## src/rtl/data_mem_arbiter_pkg.sv

```systemverilog
// Shared types and constants for the data memory arbiter.
package data_mem_arb_pkg;

    localparam int AW_DEF = 8;
    localparam int DW_DEF = 8;

    localparam logic PORT0 = 1'b0;
    localparam logic PORT1 = 1'b1;

    typedef enum logic [1:0] {
        IDLE   = 2'd0,
        ACCESS = 2'd1,
        DONE   = 2'd2
    } arb_state_t;

endpackage

```

## src/rtl/data_mem_arbiter_if.sv

```systemverilog
// Requester handshakes plus memory pins for the data memory arbiter.
interface data_mem_arbiter_if #(
    parameter int AW = 8,
    parameter int DW = 8
);
    logic          req0;
    logic          we0;
    logic [AW-1:0] addr0;
    logic [DW-1:0] wdata0;
    logic          ack0;
    logic          req1;
    logic          we1;
    logic [AW-1:0] addr1;
    logic [DW-1:0] wdata1;
    logic          ack1;
    logic [DW-1:0] rdata;
    logic          busy;
    logic          mem_we;
    logic [AW-1:0] mem_a;
    logic [DW-1:0] mem_wd;
    logic [DW-1:0] mem_rd;

    // Arbiter side.
    modport slave (
        input  req0, we0, addr0, wdata0,
        input  req1, we1, addr1, wdata1,
        output ack0, ack1, rdata, busy,
        output mem_we, mem_a, mem_wd,
        input  mem_rd
    );

    // Requesters plus memory side.
    modport master (
        output req0, we0, addr0, wdata0,
        output req1, we1, addr1, wdata1,
        input  ack0, ack1, rdata, busy,
        input  mem_we, mem_a, mem_wd,
        output mem_rd
    );
endinterface

```

## src/rtl/data_mem_arbiter_rr_arb2.sv

```systemverilog
// Two-way round-robin pick: a lone request wins, a tie goes to the port
// that was not served last.
module rr_arb2 (
    input  logic [1:0] req,
    input  logic       last,
    output logic       grant,
    output logic       valid
);
    // Combinational winner selection.
    always_comb begin
        valid = |req;
        if (&req) grant = ~last;
        else      grant = req[1];
    end
endmodule

```

## src/rtl/data_mem_arbiter.sv

```systemverilog
// Round-robin arbiter and 3-cycle sequencer in front of the data memory.
module data_mem_arbiter
    import data_mem_arb_pkg::*;
#(
    parameter int AW = AW_DEF,
    parameter int DW = DW_DEF
) (
    input  logic             clk,
    input  logic             rst,
    data_mem_arbiter_if.slave bus
);
    arb_state_t    state;
    logic          owner;
    logic          last;
    logic          we_q;
    logic          ack0_q;
    logic          ack1_q;
    logic          busy_q;
    logic          mem_we_q;
    logic [AW-1:0] mem_a_q;
    logic [DW-1:0] mem_wd_q;
    logic [DW-1:0] rdata_q;
    logic          gnt;
    logic          gnt_vld;

    rr_arb2 u_arb (
        .req   ({bus.req1, bus.req0}),
        .last  (last),
        .grant (gnt),
        .valid (gnt_vld)
    );

    // Sequencer FSM; the memory pins come straight from the capture
    // registers so late requester changes never reach the memory.
    always_ff @(posedge clk or negedge rst) begin
        if (!rst) begin
            state    <= IDLE;
            owner    <= PORT0;
            last     <= PORT1;
            we_q     <= 1'b0;
            ack0_q   <= 1'b0;
            ack1_q   <= 1'b0;
            busy_q   <= 1'b0;
            mem_we_q <= 1'b0;
            mem_a_q  <= '0;
            mem_wd_q <= '0;
            rdata_q  <= '0;
        end else begin
            case (state)
                IDLE: begin
                    if (gnt_vld) begin
                        owner    <= gnt;
                        we_q     <= (gnt == PORT1) ? bus.we1    : bus.we0;
                        mem_we_q <= (gnt == PORT1) ? bus.we1    : bus.we0;
                        mem_a_q  <= (gnt == PORT1) ? bus.addr1  : bus.addr0;
                        mem_wd_q <= (gnt == PORT1) ? bus.wdata1 : bus.wdata0;
                        busy_q   <= 1'b1;
                        state    <= ACCESS;
                    end
                end
                ACCESS: begin
                    mem_we_q <= 1'b0;
                    if (!we_q) rdata_q <= bus.mem_rd;
                    ack0_q   <= (owner == PORT0);
                    ack1_q   <= (owner == PORT1);
                    state    <= DONE;
                end
                DONE: begin
                    ack0_q <= 1'b0;
                    ack1_q <= 1'b0;
                    last   <= owner;
                    busy_q <= 1'b0;
                    state  <= IDLE;
                end
                default: state <= IDLE;
            endcase
        end
    end

    assign bus.ack0   = ack0_q;
    assign bus.ack1   = ack1_q;
    assign bus.busy   = busy_q;
    assign bus.rdata  = rdata_q;
    assign bus.mem_we = mem_we_q;
    assign bus.mem_a  = mem_a_q;
    assign bus.mem_wd = mem_wd_q;
endmodule

```

## src/flat_wrapper.sv

```systemverilog
// flat-port wrapper written by rule: the top's interface ports become plain ports
module data_mem_arbiter_flat import data_mem_arb_pkg::*;
#(
    parameter int AW = AW_DEF,
    parameter int DW = DW_DEF
)
  (clk, rst, bus_req0, bus_we0, bus_addr0, bus_wdata0, bus_req1, bus_we1, bus_addr1, bus_wdata1, bus_ack0, bus_ack1, bus_rdata, bus_busy, bus_mem_we, bus_mem_a, bus_mem_wd, bus_mem_rd);
  data_mem_arbiter_if #(.AW(AW), .DW(DW)) bus_i ();
  input  logic clk;
  input  logic rst;
  input wire logic [$bits(bus_i.req0)-1:0] bus_req0;
  input wire logic [$bits(bus_i.we0)-1:0] bus_we0;
  input wire logic [$bits(bus_i.addr0)-1:0] bus_addr0;
  input wire logic [$bits(bus_i.wdata0)-1:0] bus_wdata0;
  input wire logic [$bits(bus_i.req1)-1:0] bus_req1;
  input wire logic [$bits(bus_i.we1)-1:0] bus_we1;
  input wire logic [$bits(bus_i.addr1)-1:0] bus_addr1;
  input wire logic [$bits(bus_i.wdata1)-1:0] bus_wdata1;
  output wire logic [$bits(bus_i.ack0)-1:0] bus_ack0;
  output wire logic [$bits(bus_i.ack1)-1:0] bus_ack1;
  output wire logic [$bits(bus_i.rdata)-1:0] bus_rdata;
  output wire logic [$bits(bus_i.busy)-1:0] bus_busy;
  output wire logic [$bits(bus_i.mem_we)-1:0] bus_mem_we;
  output wire logic [$bits(bus_i.mem_a)-1:0] bus_mem_a;
  output wire logic [$bits(bus_i.mem_wd)-1:0] bus_mem_wd;
  input wire logic [$bits(bus_i.mem_rd)-1:0] bus_mem_rd;
  assign bus_i.req0 = bus_req0;
  assign bus_i.we0 = bus_we0;
  assign bus_i.addr0 = bus_addr0;
  assign bus_i.wdata0 = bus_wdata0;
  assign bus_i.req1 = bus_req1;
  assign bus_i.we1 = bus_we1;
  assign bus_i.addr1 = bus_addr1;
  assign bus_i.wdata1 = bus_wdata1;
  assign bus_ack0 = bus_i.ack0;
  assign bus_ack1 = bus_i.ack1;
  assign bus_rdata = bus_i.rdata;
  assign bus_busy = bus_i.busy;
  assign bus_mem_we = bus_i.mem_we;
  assign bus_mem_a = bus_i.mem_a;
  assign bus_mem_wd = bus_i.mem_wd;
  assign bus_i.mem_rd = bus_mem_rd;
  data_mem_arbiter #(.AW(AW), .DW(DW)) u_core (.clk(clk), .rst(rst), .bus(bus_i));
endmodule
```

## config.mk

```make
export PLATFORM = sky130hd
export DESIGN_NAME = data_mem_arbiter_flat
export DESIGN_NICKNAME = d
export VERILOG_FILES = /design/src/rtl/data_mem_arbiter_pkg.sv /design/src/rtl/data_mem_arbiter_if.sv /design/src/rtl/data_mem_arbiter_rr_arb2.sv /design/src/rtl/data_mem_arbiter.sv /design/src/flat_wrapper.sv
export SDC_FILE = /design/constraint.sdc
export NUM_CORES = 1
export LEC_CHECK = 0
export BUFFER_PORTS_ARGS = -buffer_cell sky130_fd_sc_hd__buf_2
export CELL_PAD_IN_SITES_DETAIL_PLACEMENT = 1
export CELL_PAD_IN_SITES_GLOBAL_PLACEMENT = 1
export CORE_MARGIN = 4
export CORE_UTILIZATION = 35
export CTS_BUF_LIST = sky130_fd_sc_hd__clkbuf_8
export DETAILED_ROUTE_END_ITERATION = 8
export PLACE_DENSITY = 0.9
export SETUP_SLACK_MARGIN = 0.02
export SYNTH_ARGS = -nofsm -noshare
export SYNTH_HDL_FRONTEND = slang
export SYNTH_SLANG_ARGS = --single-unit
```

## constraint.sdc

```tcl
create_clock -name clk -period 1.5 [get_ports clk]
set_input_delay 0.3 -clock clk [delete_from_list [all_inputs] [get_ports clk]]
set_output_delay 0.3 -clock clk [all_outputs]
set_load 0.01 [all_outputs]
```

==> impl_metrics.env, run 1 <==
export IMPL_status="completed"
export IMPL_dp_cells=272
export IMPL_syn_instance_count=146
export IMPL_die_area_um2=5594
export IMPL_r2r_end="u_core.bus.rdata[7]"
export IMPL_place_area_um2=2012
export IMPL_maxSlewViolCount=0
export IMPL_min_path_type="input port to flop"
export IMPL_cts_max_level=2
export IMPL_synth_seq_area_share_pct=52.96
export IMPL_cts_sinks=33
export IMPL_pin_count=74
export IMPL_drive_above_1_share_pct=54.31
export IMPL_fin_crit_ns=1.445
export IMPL_rsz0062_at_grt="true"
export IMPL_worst_r2r_path_depth=5
export IMPL_rows=24
export IMPL_drt_iter0_drc=36
export IMPL_hold_viol_final=0
export IMPL_port_buffers=73
export IMPL_reg2reg_from="u_core.state[1]"
export IMPL_pwr_density_cell_nw_per_um2=2035
export IMPL_vias=1371
export IMPL_initial_core_util_pct=36.11
export IMPL_nFillCells=523
export IMPL_die_w_um=74.80
export IMPL_nets=281
export IMPL_hold_depth=2
export IMPL_area_growth_pct=38.46
export IMPL_wl_per_cell_um=14.94
export IMPL_cp_end_kind="flop"
export IMPL_max_cap_viol_count=0
export IMPL_required_ns=1.66
export IMPL_ir_worst_vdd_uv=658.0
export IMPL_wirelength_um=4243
export IMPL_numCtsBuffers=5
export IMPL_fin_cells=284
export IMPL_synth_ff_latch_count=33
export IMPL_fp_coreArea_um2=4324
export IMPL_num_antenna_cells=0
export IMPL_leakagePower_nw=1.052
export IMPL_worstSetupStartpointType="flop"
export IMPL_min_period_over_period_pct=96.32
export IMPL_min_to="u_core.bus.rdata[0]"
export IMPL_first_global_vias=1438
export IMPL_synth_cell_type_count=24
export IMPL_cts_buffer_depth=2
export IMPL_slew_headroom_pct=82.60
export IMPL_regToRegSetupSlack_ns=0.06
export IMPL_grt_pass1_wl_um=6479
export IMPL_final_util_pct=50.00
export IMPL_final_area_um2=2162
export IMPL_synth_avg_cell_area_um2=10.70
export IMPL_power_frac_seq_pct=36.7
export IMPL_clk_latency_ns=0.28
export IMPL_grt_max_degree=34
export IMPL_overflow=0
export IMPL_hpwl_um=3311
export IMPL_drc=0
export IMPL_p_comb_share_pct=46.7
export IMPL_antenna_found_initial=0
export IMPL_clock_fmax_mhz=692.1
export IMPL_cp_arrival_ns=1.61
export IMPL_ant_nets=0
export IMPL_dr_pass1_iters=4
export IMPL_finClkSkew_ns=0.004755
export IMPL_grtUsageTotal_pct=15.37
export IMPL_synth_area_um2=1561
export IMPL_clk_pin_slew_ns=0.07
export IMPL_clock_root_buffer="clkbuf_8"
export IMPL_swShare_pct=37.03
export IMPL_worstSetupPathType="flop to flop"
export IMPL_synthesis_nets=196
export IMPL_die_h_um=74.80
export IMPL_routabilityCongestion=0.7015
export IMPL_setup_viol=0
export IMPL_hold_start="bus_mem_rd[0]"
export IMPL_worst_pin_slew_ns=0.2603
export IMPL_via_per_inst=4.827
export IMPL_timing_hold_ws_ns=0.2519
export IMPL_clock_power_share_pct=16.6
export IMPL_p_int_mw=2.771
export IMPL_cts_tree="done"
export IMPL_cp_max_fo=8
export IMPL_yosys_warnings=0
export IMPL_p_sw_mw=1.630
-- cells in the mapped netlist (all sizes together) --
master  number  area share [%]
ha           4             3.2
nand2       38              11
a21boi       1             1.2
nand3b       1            0.48
o21a         1            0.48
inv          5             1.2
a32oi        1             1.0
a21oi        1            0.56
mux2        11             7.9
o21ai        4             1.3
nor3b        1            0.80
dfstp        1             1.7
dfrtp       32              51
nor2        20             5.3
a21bo        1            0.64
buf          7             5.0
a31oi       17             7.2
-- layout make-up --
cell class              count  area [um^2]  share of cell area, %
clock inverters             1        5.005                 0.2315
repair buffers             85        499.2                  23.09
well taps                  52        65.06                  3.009
multi-input cells         101        650.6                  30.09
clock buffers               7        96.34                  4.456
inverters                   5        18.77                 0.8681
flip-flops and latches     33        827.0                  38.25
-- state kept, by name, indices dropped and copies added (netlist names), 2 cells and up --
| signal | cells |
|---|---|
| u_core.bus.rdata | 8 |
| u_core.state | 2 |
| u_core.bus.mem_wd | 8 |
| u_core.bus.mem_a | 8 |
-- through the flow --
step / power [mW] / setup WS (ns) / setup TNS (ns)
after floorplan: 2.850 / 0.1397 / 0
after global placement: 3.488 / 0.09163 / 0
after detailed placement: 3.621 / -0.02449 / -0.1431
after CTS: 4.384 / 0.02823 / 0
after global routing: 4.747 / -0.01756 / -0.02572
final: 4.401 / 0.05519 / 0
-- cells in the final DEF, fill, tap and decap left out, drive strengths merged --
cell type | Yosys | routed
a31oi | 17 | 17
dlygate4sd3 | 0 | 1
nor2 | 20 | 20
a21boi | 1 | 1
inv | 5 | 5
buf | 7 | 84
dfrtp | 32 | 32
o21a | 1 | 1
mux2 | 11 | 11
dfstp | 1 | 1
ha | 4 | 4
nand3b | 1 | 1
clkbuf | 0 | 7
o21ai | 4 | 4
a21oi | 1 | 1
nor3b | 1 | 1
nand2 | 38 | 38
a21bo | 1 | 1
a32oi | 1 | 1
clkinv | 0 | 1
-- power groups by stage --
stage / Combinational [mW] / Sequential, mW / Clock, mW
after floorplan: 1.06 / 1.79 / 0
after global placement: 1.87 / 1.62 / 0
after detailed placement: 1.99 / 1.64 / 0
after CTS: 2.02 / 1.62 / 0.749
after global routing: 2.28 / 1.67 / 0.790
final: 2.06 / 1.62 / 0.729
-- how the worst max path moves through the flow --
stage,to,startpoint,slack [ns]
2_1_floorplan,u_core.state[0],u_core.state[0],0.14
3_3_place_gp,u_core.bus.rdata[6],u_core.state[1],0.09
3_5_place_dp,u_core.bus.rdata[7],u_core.state[1],-0.02
4_1_cts,u_core.bus.mem_we,u_core.state[0],0.03
5_1_grt,u_core.bus.mem_we,u_core.state[0],-0.02
6_report,u_core.bus.rdata[7],u_core.state[1],0.06
-- cell families after synthesis --
logic type | count (synthesis) | share of synthesized area [%]
DFF | 33 | 52.97
adders and majority gates | 4 | 3.205
muxes | 11 | 7.933
and+or+nand+nor | 60 | 17.31
buffers and inverters | 12 | 6.170
AOI/OAI and AO/OA | 26 | 12.42
-- routing by layer --
metal	up-vias	wire length (um)	track usage, %
li1	657	-	-
met1	666	1685	17.63
met2	42	2196	27.32
met3	6	305	4.139
met4	0	57	5.731
met5	-	0	0
-- worst max-delay path, cell delays in order, from the launching register on --
cell     delay [ns]
dfrtp_1        0.39
inv_2          0.08
ha_2           0.19
inv_2          0.07
nor2_4         0.23
mux2_2         0.37
-- timing repair --
| item | CTS | global route |
|---|---|---|
| pin swaps | 1 | 1 |
| setup endpoints to repair | 8 | 27 |
| buffers inserted | 1 | 2 |
| hold endpoints to repair | 32 | 0 |
| hold buffers | 1 | 0 |
| resized for setup | 1 | 7 |
(Power assumes the default switching activity.)
==> inputs of run 2 (changes only) <==
--- a/config.mk
+++ b/config.mk
@@ -9,10 +9,10 @@
 export CELL_PAD_IN_SITES_DETAIL_PLACEMENT = 1
 export CELL_PAD_IN_SITES_GLOBAL_PLACEMENT = 1
 export CORE_MARGIN = 4
-export CORE_UTILIZATION = 35
+export CORE_UTILIZATION = 32
 export CTS_BUF_LIST = sky130_fd_sc_hd__clkbuf_8
 export DETAILED_ROUTE_END_ITERATION = 8
-export PLACE_DENSITY = 0.9
+export PLACE_DENSITY = 0.87
 export SETUP_SLACK_MARGIN = 0.02
 export SYNTH_ARGS = -nofsm -noshare
 export SYNTH_HDL_FRONTEND = slang
==> constraint.sdc (replaced) <==
create_clock -name clk -period 1.2 [get_ports clk]
set_input_delay 0.24 -clock clk [delete_from_list [all_inputs] [get_ports clk]]
set_output_delay 0.24 -clock clk [all_outputs]
set_load 0.01 [all_outputs]
==> impl_metrics.env, run 2 (synthesized netlist as in run 1, its figures left out) <==
export IMPL_status="finished with violations"
export IMPL_violations="negative setup slack"
export IMPL_worst_pin_slew_ns=0.3270
export IMPL_area_growth_pct=72.20
export IMPL_max_cap_viol_count=0
export IMPL_initial_core_util_pct=33.06
export IMPL_worst_r2r_path_depth=5
export IMPL_fin_crit_ns=1.485
export IMPL_reg2reg_from="u_core.state[0]"
export IMPL_first_global_vias=1617
export IMPL_ant_nets=0
export IMPL_required_ns=1.38
export IMPL_wl_per_cell_um=19.31
export IMPL_hpwl_um=3472
export IMPL_cp_max_fo=3
export IMPL_antenna_found_initial=0
export IMPL_numCtsBuffers=5
export IMPL_maxSlewViolCount=0
export IMPL_ir_worst_vdd_uv=863.6
export IMPL_cts_buffer_depth=2
export IMPL_routabilityCongestion=0.7790
export IMPL_min_path_type="input port to flop"
export IMPL_power_frac_seq_pct=28.4
export IMPL_p_int_mw=4.544
export IMPL_dr_pass1_iters=4
export IMPL_grtUsageTotal_pct=17.79
export IMPL_clock_power_share_pct=11.7
export IMPL_rsz0062_at_grt="true"
export IMPL_dp_cells=294
export IMPL_die_w_um=77.86
export IMPL_grt_pass1_wl_um=8252
export IMPL_die_area_um2=6061
export IMPL_min_to="u_core.bus.rdata[1]"
export IMPL_swShare_pct=38.19
export IMPL_drive_above_1_share_pct=65.50
export IMPL_cts_tree="done"
export IMPL_pin_count=74
export IMPL_regToRegSetupSlack_ns=-0.28
export IMPL_grt_max_degree=23
export IMPL_clk_latency_ns=0.29
export IMPL_via_per_inst=4.800
export IMPL_final_common_cell="buf_2"
export IMPL_clk_pin_slew_ns=0.07
export IMPL_p_comb_share_pct=59.9
export IMPL_port_buffers=73
export IMPL_slew_headroom_pct=78.20
export IMPL_num_antenna_cells=0
export IMPL_clock_fmax_mhz=673.5
export IMPL_hold_viol_final=0
export IMPL_vias=1560
export IMPL_die_h_um=77.86
export IMPL_clock_root_buffer="clkbuf_8"
export IMPL_min_period_over_period_pct=123.7
export IMPL_hold_depth=2
export IMPL_finClkSkew_ns=0.006649
export IMPL_pwr_density_cell_nw_per_um2=2734
export IMPL_final_area_um2=2689
export IMPL_cp_end_kind="flop"
export IMPL_worstSetupPathType="flop to flop"
export IMPL_place_area_um2=2106
export IMPL_setup_viol=32
export IMPL_fp_coreArea_um2=4723
export IMPL_p_sw_mw=2.808
export IMPL_fin_cells=325
export IMPL_leakagePower_nw=1.275
export IMPL_nets=308
export IMPL_wirelength_um=6276
export IMPL_r2r_end="u_core.state[0]"
export IMPL_cts_max_level=2
export IMPL_cts_sinks=33
export IMPL_drt_iter0_drc=52
export IMPL_layout_common_cells="buf_2, dfrtp_1, nand2_1, buf_4, nor2_1"
export IMPL_final_util_pct=56.93
export IMPL_postLayoutSetupSlackWorst_ns=-0.2847
export IMPL_hold_start="bus_mem_rd[1]"
export IMPL_worstSetupStartpointType="flop"
export IMPL_drc=0
export IMPL_overflow=0
export IMPL_cp_arrival_ns=1.66
export IMPL_rows=25
run 2: cell count changes in the layout (fill, tap and decap cells not counted), moves of 3 or more:
| cell | delta |
|---|---|
| a31oi_1 | -5 |
| a31oi_4 | +5 |
| buf_12 | +3 |
| buf_4 | +12 |
| buf_6 | +8 |
| clkbuf_16 | +4 |
| ha_4 | +3 |
| mux2_2 | -10 |
| mux2_4 | +10 |
| nor2_1 | -6 |
| nor2_2 | +6 |
run 2: area by class of cell:
| cell class | instances | area (um^2) |
|---|---|---|
| clock buffers | 6 | 82.58 |
| repair buffers | 112 | 839.6 |
| inverters | 5 | 21.27 |
| multi-input cells | 101 | 829.5 |
| well taps | 67 | 83.83 |
| fillers | 525 | 2034 |
| flip-flops and latches | 33 | 828.3 |
| clock inverters | 1 | 3.754 |
run 2: metrics by stage:
step           worst slack [ns]  TNS, ns  total power [mW]  hold slack (ns)
3_5_place_dp            -0.2159   -4.349             4.732           0.1568
2_1_floorplan           -0.1042   -1.035             3.664         -0.05559
3_3_place_gp            -0.1315   -2.193             4.560           0.1489
5_1_grt                 -0.3683   -7.556             7.794           0.1691
6_report                -0.2847   -5.577             7.351           0.1753
4_1_cts                 -0.1727   -4.237             5.990           0.1793
run 2: how the worst max path moves through the flow:
stage	depth (start not counted)	to	from	slack, ns
after floorplan	4	u_core.state[0]	u_core.state[0]	-0.10
after global placement	4	u_core.state[0]	u_core.state[0]	-0.13
after detailed placement	5	u_core.bus.rdata[7]	u_core.state[1]	-0.22
after CTS	4	u_core.state[0]	u_core.state[0]	-0.17
after global routing	5	u_core.state[0]	u_core.state[1]	-0.37
final	5	u_core.state[0]	u_core.state[0]	-0.28
run 2: power groups by stage:
stage | logic, mW | registers [mW] | clock network (mW)
after floorplan | 1.42 | 2.25 | 0
final | 4.40 | 2.08 | 0.863
after CTS | 3.09 | 2.04 | 0.859
after global routing | 4.71 | 2.16 | 0.930
after global placement | 2.55 | 2.01 | 0
after detailed placement | 2.69 | 2.05 | 0
run 2: what timing repair did:
action | 4_1_cts | 5_1_grt
endpoints found under the hold margin | 10 | 0
pin swaps | 5 | 3
setup buffers | 8 | 11
hold buffers | 1 | 0
cloned | 0 | 5
setup endpoints to repair | 32 | 33
resized for setup | 16 | 35
run 2: worst max-delay path, cell delays in order, from the launching register on:
cell and delay, ns:
dfrtp_2 0.43, inv_2 0.09, ha_4 0.15, nor3b_4 0.25, buf_6 0.15, mux2_4 0.29
run 2: per-layer routing:
metal	global-route usage (%)	vias up	routed length [um]
met5	0	-	0
met4	7.651	0	235
met3	5.684	17	293
met2	31.34	55	3434
met1	19.44	773	2312
li1	-	715	-
